===== config.mk =====
export PLATFORM = sky130hd
export DESIGN_NAME = int_scheduler
export DESIGN_NICKNAME = d
export VERILOG_FILES = /design/src/rtl/int_scheduler.sv
export SDC_FILE = /design/constraint.sdc
export NUM_CORES = 1
export LEC_CHECK = 0
export ABC_AREA = 1
export BUFFER_PORTS_ARGS = -buffer_cell sky130_fd_sc_hd__buf_2
export CAP_MARGIN = 0
export CORE_UTILIZATION = 39
export DETAILED_ROUTE_END_ITERATION = 6
export PLACE_DENSITY_LB_ADDON = 0.15
export SLEW_MARGIN = 20
export SYNTH_ARGS = -nofsm -noshare
export SYNTH_HDL_FRONTEND = slang
export SYNTH_SLANG_ARGS = --single-unit

===== constraint.sdc =====
create_clock -name clk -period 1.21 [get_ports clk]
set_clock_uncertainty 0.05 [all_clocks]
set_input_delay 0.0605 -clock clk [delete_from_list [all_inputs] [get_ports clk]]
set_output_delay 0.0605 -clock clk [all_outputs]
set_load 0.02 [all_outputs]

===== src/rtl/int_scheduler.sv =====
// int_scheduler: interrupt factor flags, mask/I gating, fixed-priority
// arbitration and the request/acknowledge/service handshake to the CPU core.
module int_scheduler #(
  parameter int unsigned NUM_SRC  = 6,
  parameter logic [3:0]  VEC_BASE = 4'h2
) (
  input  logic               clk,
  input  logic               reset,
  input  logic [NUM_SRC-1:0] src_event,
  input  logic [NUM_SRC-1:0] factor_clear,
  input  logic [NUM_SRC-1:0] mask,
  input  logic               cpu_int_enable,
  input  logic               int_ack,
  output logic [NUM_SRC-1:0] factor_flags,
  output logic               int_req,
  output logic [3:0]         int_vector,
  output logic               int_busy
);

  localparam int unsigned IDX_W = (NUM_SRC > 1) ? $clog2(NUM_SRC) : 1;
  localparam int unsigned VEC_W = 4;

  typedef enum logic [1:0] {
    ST_IDLE    = 2'd0,
    ST_REQ     = 2'd1,
    ST_SERVICE = 2'd2
  } state_t;

  state_t             state;
  logic [IDX_W-1:0]   src_sel;
  logic [NUM_SRC-1:0] eligible;
  logic               any_eligible;
  logic [IDX_W-1:0]   winner;
  logic [VEC_W-1:0]   winner_vec;

  assign eligible     = factor_flags & mask;
  assign any_eligible = |eligible;
  assign winner_vec   = VEC_W'(VEC_BASE + VEC_W'({winner, 1'b0}));

  // Priority encoder: highest set index of eligible wins.
  always_comb begin
    winner = '0;
    for (int i = 0; i < NUM_SRC; i++) begin
      if (eligible[i]) winner = IDX_W'(i);
    end
  end

  // Factor flags: set on event, clear on CPU read; set wins a tie.
  always_ff @(posedge clk) begin
    if (reset) begin
      factor_flags <= '0;
    end else begin
      factor_flags <= (factor_flags & ~factor_clear) | src_event;
    end
  end

  // Request/acknowledge/service sequencer with registered outputs.
  always_ff @(posedge clk) begin
    if (reset) begin
      state      <= ST_IDLE;
      src_sel    <= '0;
      int_req    <= 1'b0;
      int_vector <= '0;
      int_busy   <= 1'b0;
    end else begin
      case (state)
        ST_IDLE: begin
          if (any_eligible && cpu_int_enable) begin
            state      <= ST_REQ;
            src_sel    <= winner;
            int_req    <= 1'b1;
            int_vector <= winner_vec;
            int_busy   <= 1'b1;
          end
        end
        ST_REQ: begin
          if (int_ack) begin
            state   <= ST_SERVICE;
            int_req <= 1'b0;
          end else if (!eligible[src_sel] || !cpu_int_enable) begin
            state      <= ST_IDLE;
            int_req    <= 1'b0;
            int_vector <= '0;
            int_busy   <= 1'b0;
          end
        end
        ST_SERVICE: begin
          int_req <= 1'b0;
          if (!cpu_int_enable) begin
            state      <= ST_IDLE;
            int_vector <= '0;
            int_busy   <= 1'b0;
          end
        end
        default: begin
          state      <= ST_IDLE;
          int_req    <= 1'b0;
          int_vector <= '0;
          int_busy   <= 1'b0;
        end
      endcase
    end
  end

endmodule


# [Word-level counts from Yosys, hierarchy flattened]
# Cells that the tools add are included.
[totals] out_inout_bits=12 in_bits=22 regBits=17
[classes] add_sub_neg=1 bitwise=4 magnitude_cmp=1 n_eq_ne=7 n_mux=24 reduce_logical=10
[ops] operator="$mux W4" count=4
[ops] operator="$and A6 B6 Y6" count=2
[ops] operator="$mux W3" count=4
[ops] operator="$pmux W4 S3" count=1
[ops] operator="$mux W2" count=4
[ops] operator="$ne A2 B2 Y1 const B" count=4
[ops] operator="$mux W1" count=7
[ops] operator="$not A6 Y6" count=1
[ops] operator="$or A6 B6 Y6" count=1
[ops] operator="$pmux W2 S3" count=1
[ops] operator="$reduce_or A6 Y1" count=1
[ops] operator="$add A2 B4 Y4 const A" count=1
[ops] operator="$lt A3 B4 Y1 const B" count=1
[ops] operator="$reduce_and A2 Y1" count=2
[ops] operator="$reduce_and A4 Y1" count=1
[ops] operator="$bmux W1 S3" count=1
[ops] operator="$ne A3 B3 Y1 const B" count=1
[ops] operator="$pmux W1 S3" count=1
[ops] operator="$reduce_and A3 Y1" count=1
[ops] operator="$eq A2 B1 Y1 const B" count=1
[ops] operator="$eq A2 B2 Y1 const B" count=1
[ops] operator="$logic_not A1 Y1" count=2
[ops] operator="$logic_not A2 Y1" count=1
[ops] operator="$pmux W1 S2" count=1
[ops] operator="other kinds (2)" count=2

# [Logic depth before layout (Yosys ltp)]
# Gate-level depths: netlist (run 1).
[depth] depth_word=9 depth_mapped=11 depth_no_buf=11

# [Worst setup path before layout (run 1)]
# Ideal clock, no wire load.
[synth_path] path_type="flip-flop to flip-flop" startpoint="register factor_flags[2]" endpoint="register int_vector[3]" stages_incl_launch_ff=11 t_arrival_ns=1.335 required_time_ns=1.047 path_slack_ns=-0.288 n_path_buf=0 path_cell_list="dfxtp_1 -> nand2_1 -> inv_2 -> o21ai_0 -> nand2_1 -> nand2_1 -> ha_1 -> o21ai_0 -> a21oi_1 -> nor2_1 -> nor2_1"
[synth_via] elab_chain_len=8 elab_cells_between_ends=17
[synth_lines] item="start, declared" line="14" source="output logic [NUM_SRC-1:0] factor_flags,"
[synth_lines] item="start signal, assigned" line="53" source="factor_flags <= (factor_flags & ~factor_clear) | src_event;"
[synth_lines] item="$and A6 B6 Y6" line="36" source="assign eligible = factor_flags & mask;"
[synth_lines] item="$mux W3 (4 in a row)" line="44" source="if (eligible[i]) winner = IDX_W'(i);"
[synth_lines] item="net winner[0]" line="33" source="logic [IDX_W-1:0] winner;"
[synth_lines] item="$add A2 B4 Y4" line="38" source="assign winner_vec = VEC_W'(VEC_BASE + VEC_W'({winner, 1'b0}));"
[synth_lines] item="$mux W4" line="68" source="if (any_eligible && cpu_int_enable) begin"
[synth_lines] item="$pmux W4 S3" line="66" source="case (state)"
[synth_lines] item="end signal, assigned" line="72" source="int_vector <= winner_vec;"
[synth_lines] item="end, declared" line="16" source="output logic [3:0] int_vector,"
# The timed path passes the listed nets, and every way through them passes these cells. The select of a mux whose other input is x is not followed.
# A chain may end at the register's enable or synchronous reset.

# [Final worst setup path (run 1)]
# Same ends and word-level chain as after synthesis.

==> implementation parameters, run 1 <==
Parameter                              Value

Outcome
  Status    complete, but fails checks
  Violated checks    negative setup slack

GRT
  Overall routing resource usage    0.1947
  Maximum number of pins on one net before global-route repair    10
  Antenna violations before repair    0
  Overflow left after global routing    0
  Via count of the first global-routing pass    932
  Global-route wire length before repair    3.532 mm

Placed design
  Placed standard-cell area    1162 um2
  IO Port Bufs    32
  RD Place Congestion    0.8472
  Post-DP HPWL    1.516 mm

Final layout
  Share of post-route cells with drive strength above 1    0.4749
  Total number of nets in the final design    203
  Inserted Diodes    0
  Most common cell after layout, fill and taps aside    sky130_fd_sc_hd__buf_2
  Total of fill cells in the finished design    171
  Final design area excluding fillers    1354 um2
  Area delta synth->final    58.88%
  Commonest non-fill, non-tap cells in the layout    32 x sky130_fd_sc_hd__buf_2, 17 x sky130_fd_sc_hd__nand2_1, 16 x sky130_fd_sc_hd__inv_1
  Final core area utilization    0.6763

Routing
  DR pass1 iterations    4
  Total Routed Length    2.083 mm
  Via density    4.617
  Routed WL per cell    10.11 um
  Final routed DRC violation total    0
  Post-DRT Antenna Nets    0
  Total via count in the routed design    951
  Iter 0 DRT Violations    8

Logic synthesis
  Share of cell area taken by muxes after synthesis    0
  Post-synthesis sequential area ratio    0.3759
  Adder-cell area share of the yosys netlist    0.01468
  Number of storage elements in the synthesis netlist    16
  Biggest area consumer among synthesized cells    sky130_fd_sc_hd__dfxtp_1
  Average cell area after synthesis    6.817 um2
  Count of distinct cell types in the synthesized netlist    22
  Synthesized-area fraction occupied by xor and xnor cells    0
  Number of warnings issued by yosys    0
  Area fraction in and, or, nand and nor cells after synthesis    0.3510
  Mapped Cells    125
  Post-synth net total    148
  Fraction of synthesized cell area taken by the top area cell type    0.3759
  Cell types occupying the most area after synthesis    sky130_fd_sc_hd__dfxtp_1 38%, sky130_fd_sc_hd__nand2_1 11%, sky130_fd_sc_hd__a21oi_1 8.8%, sky130_fd_sc_hd__inv_1 7.5%, sky130_fd_sc_hd__nor2_1 7.0%
  Mapped cell area    852.1 um2
  Largest family of logic cells by synthesized area    simple AND/OR/NAND/NOR gates
  Post-synthesis compound-gate area fraction    0.1468

Min path
  Min-Delay Path Class    in2reg
  Min-delay src    cpu_int_enable

Floorplan
  Initial core utilization    0.4256
  Overall die height    48.74 um
  Area of the core region    2002 um2
  Die Wd    48.74 um
  Top-level port count    34
  Total die area    2376 um2
  Row Count    16

Clock network
  Clock tree from TritonCTS    built
  CTS root buf    sky130_fd_sc_hd__clkbuf_4
  Sinks on the clock net    16
  Cts bufs inserted    3
  Worst-path clk slew    0.10 ns
  Clock insertion delay at the later pin of the skew report    0.30 ns
  CTS max path bufs    2
  Level count of the clock H-tree    1

Worst setup path
  Critical Path AT    1.49 ns
  Highest fanout seen on the critical path    3
  Type of origin of the critical path    flip-flop
  Req. time, crit path    1.40 ns
  Kind of end point of the critical path    flip-flop
  Beginning of the worst register-to-register path    factor_flags[2]
  Path type of the worst setup path    reg2reg
  Crit. Startpoint    factor_flags[2]

STA
  Min setup slack post-route    -0.08305 ns
  Min Hold Slack    0.0009651 ns
  Tcrit/Tclk final    1.069
  Final setup viols    9
  Timing-limited maximum frequency    0.7734 GHz
  Pins over their slew limit    0
  Fin crit period    1.293 ns
  Setup repair after global routing missed its margin    yes
  Final hold viol count    0

Power and ir drop
  Total power per unit cell area    1030 nW/um2
  Leakage power    0.7262 nW
  Peak supply drop    0.6382 mV

Flow run
  Maxcap violations    0
==> repair_timing <==
action | CTS | global route
pin swaps | 12 | 6
setup endpoints to repair | 9 | 9
buffers inserted | 0 | 1
hold endpoints to repair | 6 | 0
gates resized for setup | 11 | 7
hold buffers | 10 | 0
==> cells in the mapped netlist (all sizes together) <==
cell    number
a21oi       17
buf          2
conb         1
dfxtp       16
ha           1
inv         21
nand2       31
nand3       11
nand3b       1
nand4        1
nor2        18
o21ai        5
==> state kept, by name (all words and copies together) (netlist names) <==
| name | flops |
|---|---|
| factor_flags | 6 |
| int_busy | 1 |
| int_req | 1 |
| int_vector | 3 |
| src_sel | 3 |
| state | 2 |
==> power breakdown <==
part           switching [mW]  internal [mW]  total [mW]  leakage, nW
registers              0.0381          0.576       0.614        0.137
clock network           0.175          0.120       0.295       0.0154
logic                   0.266          0.220       0.485        0.574
==> routing by layer <==
layer | vias to the layer above | global-route usage | share of wire
li1 | 503 | - | -
met1 | 423 | 0.2139 | 0.44
met2 | 22 | 0.3565 | 0.51
met3 | 3 | 0.06604 | 0.050
met4 | 0 | 0.04412 | 0.0062
met5 | - | 0 | 0
==> cell type report <==
class                      count  area [um2]  area share
multi-input combinational     86       524.3      0.3872
clock inverter                 1       3.754    0.002773
sequential                    16       345.3      0.2551
timing repair buffer          52       342.8      0.2532
tap                           27       33.78     0.02495
clock buffer                   3       22.52     0.01664
inverter                      21       81.33     0.06007
==> critical path: stages, from the launching register on <==
cell and delay, ns:
sky130_fd_sc_hd__dfxtp_4 0.36, sky130_fd_sc_hd__nand2_4 0.08, sky130_fd_sc_hd__inv_4 0.04, sky130_fd_sc_hd__o21ai_2 0.09
sky130_fd_sc_hd__nand2_1 0.08, sky130_fd_sc_hd__nand2_2 0.09, sky130_fd_sc_hd__ha_4 0.13, sky130_fd_sc_hd__o21ai_2 0.04
sky130_fd_sc_hd__a21oi_1 0.12, sky130_fd_sc_hd__nor2_1 0.05, sky130_fd_sc_hd__nor2_1 0.10
==> logic make-up after synthesis <==
| group | count (synthesis) |
|---|---|
| simple gates | 62 |
| buf+inv | 23 |
| compound gates | 22 |
| flops | 16 |
| fa+ha+maj | 1 |
| other cells | 1 |
==> stage by stage <==
| step | power [mW] | instances | worst slack [ns] | TNS, ns |
|---|---|---|---|---|
| 2_1_floorplan | 0.8962 | 125 | -0.05464 | -0.1259 |
| 3_3_place_gp | 1.032 | 191 | -0.09335 | -0.2909 |
| 3_5_place_dp | 1.041 | 191 | -0.1100 | -0.3847 |
| 4_1_cts | 1.382 | 205 | -0.1113 | -0.3456 |
| 5_1_grt | 1.495 | 206 | -0.2104 | -1.157 |
| 6_report | 1.394 | 206 | -0.08305 | -0.3298 |
==> worst paths after layout <==
path                            cells after the start            end  slack [ns]
worst min register to register                      2        int_req        0.46
worst max register to register                     10  int_vector[3]       -0.08
worst min-delay path                                3       state[1]       0.001
worst max-delay path                               10  int_vector[3]       -0.08
No activity file was read; power rests on OpenSTA's default activity.
==> inputs of run 2 (changes only) <==
ABC_AREA = unset   (was 1)
==> implementation parameters, run 2 <==
Parameter                              Value

Outcome
  Status    complete, but fails checks
  Violated checks    negative setup slack

Worst setup path
  Highest fanout seen on the critical path    3
  Critical Path AT    1.67 ns
  Req. time, crit path    1.39 ns
  Path type of the worst setup path    reg2reg
  Depth of the most critical reg-to-reg path    7
  Kind of end point of the critical path    flip-flop
  Type of origin of the critical path    flip-flop

Final layout
  Number of flip-flops under the largest register name    6
  Most common cell after layout, fill and taps aside    sky130_fd_sc_hd__buf_2
  Non-filler instance count after layout    192
  Top Registers    factor_flags: 6 flops, int_vector: 3 flops, src_sel: 3 flops
  Share of post-route cells with drive strength above 1    0.4909
  Total number of nets in the final design    189
  Total of fill cells in the finished design    176
  Final core area utilization    0.7016
  Top reg by flops    factor_flags
  Commonest non-fill, non-tap cells in the layout    32 x sky130_fd_sc_hd__buf_2, 20 x sky130_fd_sc_hd__buf_4, 13 x sky130_fd_sc_hd__a21oi_1
  Area delta synth->final    61.49%
  Inserted Diodes    0

Clock network
  Worst-path clk slew    0.10 ns
  Clock insertion delay at the later pin of the skew report    0.29 ns
  Level count of the clock H-tree    1
  Clock tree from TritonCTS    built
  CTS root buf    sky130_fd_sc_hd__clkbuf_4
  Sinks on the clock net    16
  Cts bufs inserted    3
  CTS max path bufs    2

Floorplan
  Top-level port count    34
  Total die area    2469 um2
  Die Wd    49.69 um
  Overall die height    49.69 um
  Initial core utilization    0.4344
  Row Count    16
  Area of the core region    2042 um2

STA
  Min setup slack post-route    -0.2799 ns
  Pins over their slew limit    0
  Setup repair after global routing missed its margin    yes
  Final hold viol count    0
  Tcrit/Tclk final    1.231
  Final setup viols    9
  Timing-limited maximum frequency    0.6712 GHz
  Fin crit period    1.490 ns

GRT
  Overflow left after global routing    0
  Via count of the first global-routing pass    922
  Antenna violations before repair    0
  Maximum number of pins on one net before global-route repair    18
  Overall routing resource usage    0.1995
  Global-route wire length before repair    3.829 mm

Logic synthesis
  Share of cell area taken by muxes after synthesis    0
  Count of distinct cell types in the synthesized netlist    36
  Area fraction in and, or, nand and nor cells after synthesis    0.2948
  Number of warnings issued by yosys    0
  Async SR Flop Fraction    0
  Post-synthesis sequential area ratio    0.3611
  Adder-cell area share of the yosys netlist    0.01410
  Synthesized-area fraction occupied by xor and xnor cells    0.009873
  Leading register cell type out of synthesis    sky130_fd_sc_hd__dfxtp_1
  Number of storage elements in the synthesis netlist    16
  Average cell area after synthesis    8.530 um2
  Count of flip-flops with a built-in enable after synthesis    0
  Cell with the most instances after synthesis    sky130_fd_sc_hd__dfxtp_1
  Mapped Cells    104
  Fraction of synthesized cell area taken by the top area cell type    0.3611
  Cell types occupying the most area after synthesis    sky130_fd_sc_hd__dfxtp_1 36%, sky130_fd_sc_hd__a21oi_1 7.3%, sky130_fd_sc_hd__nor2_1 5.1%, sky130_fd_sc_hd__inv_1 3.4%, sky130_fd_sc_hd__nand2_1 3.0%
  Post-synthesis compound-gate area fraction    0.2525
  Post-synth net total    127
  List of most frequent post-synthesis cells    16 x sky130_fd_sc_hd__dfxtp_1, 13 x sky130_fd_sc_hd__a21oi_1, 12 x sky130_fd_sc_hd__nor2_1
  Mapped cell area    887.1 um2
  Biggest area consumer among synthesized cells    sky130_fd_sc_hd__dfxtp_1
  Largest family of logic cells by synthesized area    simple AND/OR/NAND/NOR gates

Placed design
  Post-DP HPWL    1.729 mm
  IO Port Bufs    32
  Dpl cells    176
  RD Place Congestion    0.8067

Flow run
  Maxcap violations    0

Min path
  Hold path cells    4
  Min-Delay Path Class    in2reg

Power and ir drop
  Peak supply drop    0.9728 mV
  Leakage power    0.6655 nW
  Total power per unit cell area    971.4 nW/um2

Routing
  Via density    5.234
  Total Routed Length    2.443 mm
  DR pass1 iterations    4
  Routed WL per cell    12.72 um
  Final routed DRC violation total    0
  Total via count in the routed design    1005
  Iter 0 DRT Violations    17
  Post-DRT Antenna Nets    0
## run 2: cell types whose count changed after synthesis, sizes merged, moves of 3 or more
cell / change
a211oi: +3
a21oi: -3
a22oi: +3
inv: -13
nand2: -24
nand2b: +5
nand3: -9
nand3b: +3
nand4b: +3
nor2: -6
## run 2: worst max-delay path, stage by stage, from the launching register on
cell	delay [ns]
sky130_fd_sc_hd__dfxtp_4	0.36
sky130_fd_sc_hd__nand2_2	0.04
sky130_fd_sc_hd__a32o_1	0.24
sky130_fd_sc_hd__a22o_1	0.23
sky130_fd_sc_hd__ha_4	0.19
sky130_fd_sc_hd__xnor2_2	0.13
sky130_fd_sc_hd__nand2_1	0.07
sky130_fd_sc_hd__a21oi_1	0.11
## run 2: final cells by class
cell class	count	area, um2	area share
clock buffer	4	36.28	0.02533
inverter	8	30.03	0.02096
multi-input combinational	76	586.8	0.4096
sequential	16	334.1	0.2332
tap	27	33.78	0.02358
timing repair buffer	61	411.6	0.2873
## run 2: through the flow
step                      setup slack [ns]  instance area (um2)  hold WS [ns]  power, mW  setup TNS, ns
final                              -0.2799                 1433      0.004146      1.392         -1.864
after global routing               -0.3624                 1433       0.02920      1.453         -2.538
after CTS                          -0.2851                 1403      0.004247      1.380         -1.707
after detailed placement           -0.2657                 1201        0.2211     0.9609         -1.785
after global placement             -0.2359                 1201        0.2152     0.9489         -1.524
after floorplan                    -0.2489                893.4        0.1266     0.8095         -1.439
## run 2: timing repair
| item | in CTS | in global routing |
|---|---|---|
| setup buffers | 2 | 3 |
| gates resized for setup | 17 | 2 |
| hold buffers | 7 | 0 |
| endpoints found under the hold margin | 6 | 0 |
| endpoints found under the setup margin | 9 | 9 |
| pin swaps | 10 | 7 |
## run 2: per-layer routing
| metal | wire, um | track usage | share of wire | up-vias |
|---|---|---|---|---|
| met4 | 29 | 0.08095 | 0.012 | 0 |
| met5 | 0 | 0 | 0 | - |
| met2 | 1229 | 0.3491 | 0.50 | 34 |
| met3 | 99 | 0.02469 | 0.041 | 5 |
| li1 | - | - | - | 491 |
| met1 | 1083 | 0.2439 | 0.44 | 475 |
## run 2: logic make-up (layout without fill, tap and decap cells)
group	Yosys count	in the layout
buf+inv	12	73
compound gates	31	31
simple gates	42	42
fa+ha+maj	1	1
xor+xnor	1	1
flops	16	16
other cells	1	1
## run 2: final timing paths
path,endpoint,slack [ns],start
worst max-delay path,int_vector[3],-0.28,factor_flags[2]
worst min-delay path,factor_flags[1],0.004,factor_clear[1]
worst max register to register,int_vector[3],-0.28,factor_flags[2]
worst min register to register,int_busy,0.44,int_busy
## run 2: power by group
group	total [mW]	internal (mW)	switching [mW]	leakage, nW
sequential	0.609	0.567	0.0413	0.134
clock	0.359	0.184	0.175	0.0210
combinational	0.424	0.220	0.204	0.510
total	1.39	0.971	0.421	0.665
==> inputs of run 3 (changes only) <==
CELL_PAD_IN_SITES_DETAIL_PLACEMENT = 1   (was unset)
CELL_PAD_IN_SITES_GLOBAL_PLACEMENT = 2   (was unset)
CORE_UTILIZATION = 24   (was 39)
==> implementation parameters, run 3 (same netlist as run 2, synthesis figures left out) <==
Parameter                              Value

Outcome
  Violated checks    negative setup slack
  Status    complete, but fails checks

Routing
  Routed WL per cell    13.45 um
  Via density    4.645
  Post-DRT Antenna Nets    0
  Total Routed Length    2.839 mm
  DR pass1 iterations    4
  Final routed DRC violation total    0
  Total via count in the routed design    980
  Iter 0 DRT Violations    26

Power and ir drop
  Relative contribution of the clock network to total power    0.320
  Total power per unit cell area    1034 nW/um2
  Part of the total power dissipated in combinational logic    0.281
  Int Pwr    1.075 mW
  Switching power total    0.4487 mW
  Total chip power    1.523 mW
  Net switching fraction of the power    0.2945
  Flop pwr share    0.399
  Leakage power    0.6760 nW
  Peak supply drop    0.4619 mV

Worst setup path
  Critical Path AT    1.55 ns
  Sequence of cells on the critical path    nand2_2 > a32o_1 > a22o_1 > ha_4 > xnor2_2 > nand2_1 > a21oi_1
  Slowest Stage Delay on Critical Path    0.36 ns
  Type of origin of the critical path    flip-flop
  Cell with the largest stage delay on the worst path    sky130_fd_sc_hd__dfxtp_4
  Kind of end point of the critical path    flip-flop
  Path type of the worst setup path    reg2reg
  Highest fanout seen on the critical path    4
  Req. time, crit path    1.29 ns

Floorplan
  Initial core utilization    0.2577
  Row Count    21
  Top-level port count    34
  Overall die height    62.80 um
  Total die area    3943 um2
  Area of the core region    3442 um2
  Die Wd    62.80 um

STA
  Min Hold Slack    0.04828 ns
  Tcrit/Tclk final    1.209
  Min setup slack post-route    -0.2534 ns
  Setup repair after global routing missed its margin    yes
  Final hold viol count    0
  Timing-limited maximum frequency    0.6833 GHz
  Final setup viols    9
  Pins over their slew limit    0
  Summed negative setup slack over all endpoints    -1.583 ns
  Fin crit period    1.463 ns

Placed design
  IO Port Bufs    32
  Dpl cells    197
  RD Place Congestion    0.7440
  Worst slack at placement    -0.2735 ns
  Placed standard-cell area    1240 um2
  Post-DP HPWL    2.063 mm

Min path
  Min-Delay Path Class    in2reg

Clock network
  Clock insertion delay at the later pin of the skew report    0.25 ns
  Clock tree from TritonCTS    built
  CTS max path bufs    2
  Sinks on the clock net    16
  CTS root buf    sky130_fd_sc_hd__clkbuf_8
  Level count of the clock H-tree    1
  Cts bufs inserted    3
  Worst-path clk slew    0.07 ns

Final layout
  Non-filler instance count after layout    211
  Number of flip-flops under the largest register name    6
  Inserted Diodes    0
  Share of post-route cells with drive strength above 1    0.5212
  Area delta synth->final    66.01%
  Final design area excluding fillers    1473 um2
  Total number of nets in the final design    189
  Final core area utilization    0.4278
  Top Registers    factor_flags: 6 flops, int_vector: 3 flops, src_sel: 3 flops
  Top reg by flops    factor_flags
  Most common cell after layout, fill and taps aside    sky130_fd_sc_hd__buf_2
  Commonest non-fill, non-tap cells in the layout    32 x sky130_fd_sc_hd__buf_2, 22 x sky130_fd_sc_hd__buf_4, 13 x sky130_fd_sc_hd__a21oi_1

GRT
  Overall routing resource usage    0.1551
  Maximum number of pins on one net before global-route repair    18
  Via count of the first global-routing pass    1030
  Antenna violations before repair    0
  Overflow left after global routing    0
  Global-route wire length before repair    4.857 mm

Flow run
  Maxcap violations    0
[run 3: cell count changes in the layout (fill, tap and decap cells not counted), moves of 2 or more]
| cell | previous run | this run |
|---|---|---|
| sky130_fd_sc_hd__clkbuf_4 | 3 | 0 |
| sky130_fd_sc_hd__buf_4 | 20 | 22 |
| sky130_fd_sc_hd__clkbuf_8 | 1 | 4 |
| sky130_fd_sc_hd__dfxtp_2 | 2 | 4 |
[run 3: timing repair]
action / in CTS / in global routing
pin swaps: 9 / 5
endpoints found under the hold margin: 6 / 0
buffers inserted: 1 / 3
hold buffers: 6 / 0
setup endpoints to repair: 9 / 9
gates cloned: 0 / 0
gates resized for setup: 13 / 8
[run 3: worst max-delay path, delay by kind of cell, from the launching register on]
| family | cells | cell delay (ns) |
|---|---|---|
| flip-flops | 1 | 0.36 |
| adder cells (fa/ha/maj) | 1 | 0.18 |
| AND/OR/NAND/NOR | 2 | 0.10 |
| AO/OA/AOI/OAI | 3 | 0.53 |
| XOR/XNOR | 1 | 0.11 |
[run 3: area by class of cell]
class,instances,area [um2]
Multi-Input combinational cell,76,591.8
Fill cell,430,1969
Timing Repair Buffer,61,405.4
Inverter,8,30.03
Clock buffer,4,55.05
Tap cell,46,57.56
Sequential cell,16,332.8
[run 3: power groups by stage]
stage | Combinational, mW | Sequential, mW | Clock (mW)
global route | 0.470 | 0.613 | 0.534
global placement | 0.351 | 0.613 | 0
floorplan | 0.162 | 0.648 | 0
finish | 0.429 | 0.608 | 0.487
CTS | 0.404 | 0.606 | 0.506
detailed placement | 0.360 | 0.616 | 0
[run 3: path summary, 6_finish.rpt]
kind                        start         endpoint  slack (ns)  depth (start not counted)
setup / recovery  factor_flags[2]    int_vector[3]       -0.25                          7
hold / removal    factor_clear[1]  factor_flags[1]        0.05                          4
setup reg to reg  factor_flags[2]    int_vector[3]       -0.25                          7
hold reg to reg          int_busy         int_busy        0.43                          2
[run 3: metal layers]
layer	vias to the layer above	GRT usage	routed length [um]	share of wire
met2	17	0.2799	1497	0.53
met4	0	0.02616	7	0.0025
met1	469	0.1847	1259	0.44
met5	-	0	0	0
li1	491	-	-	-
met3	3	0.04015	75	0.026
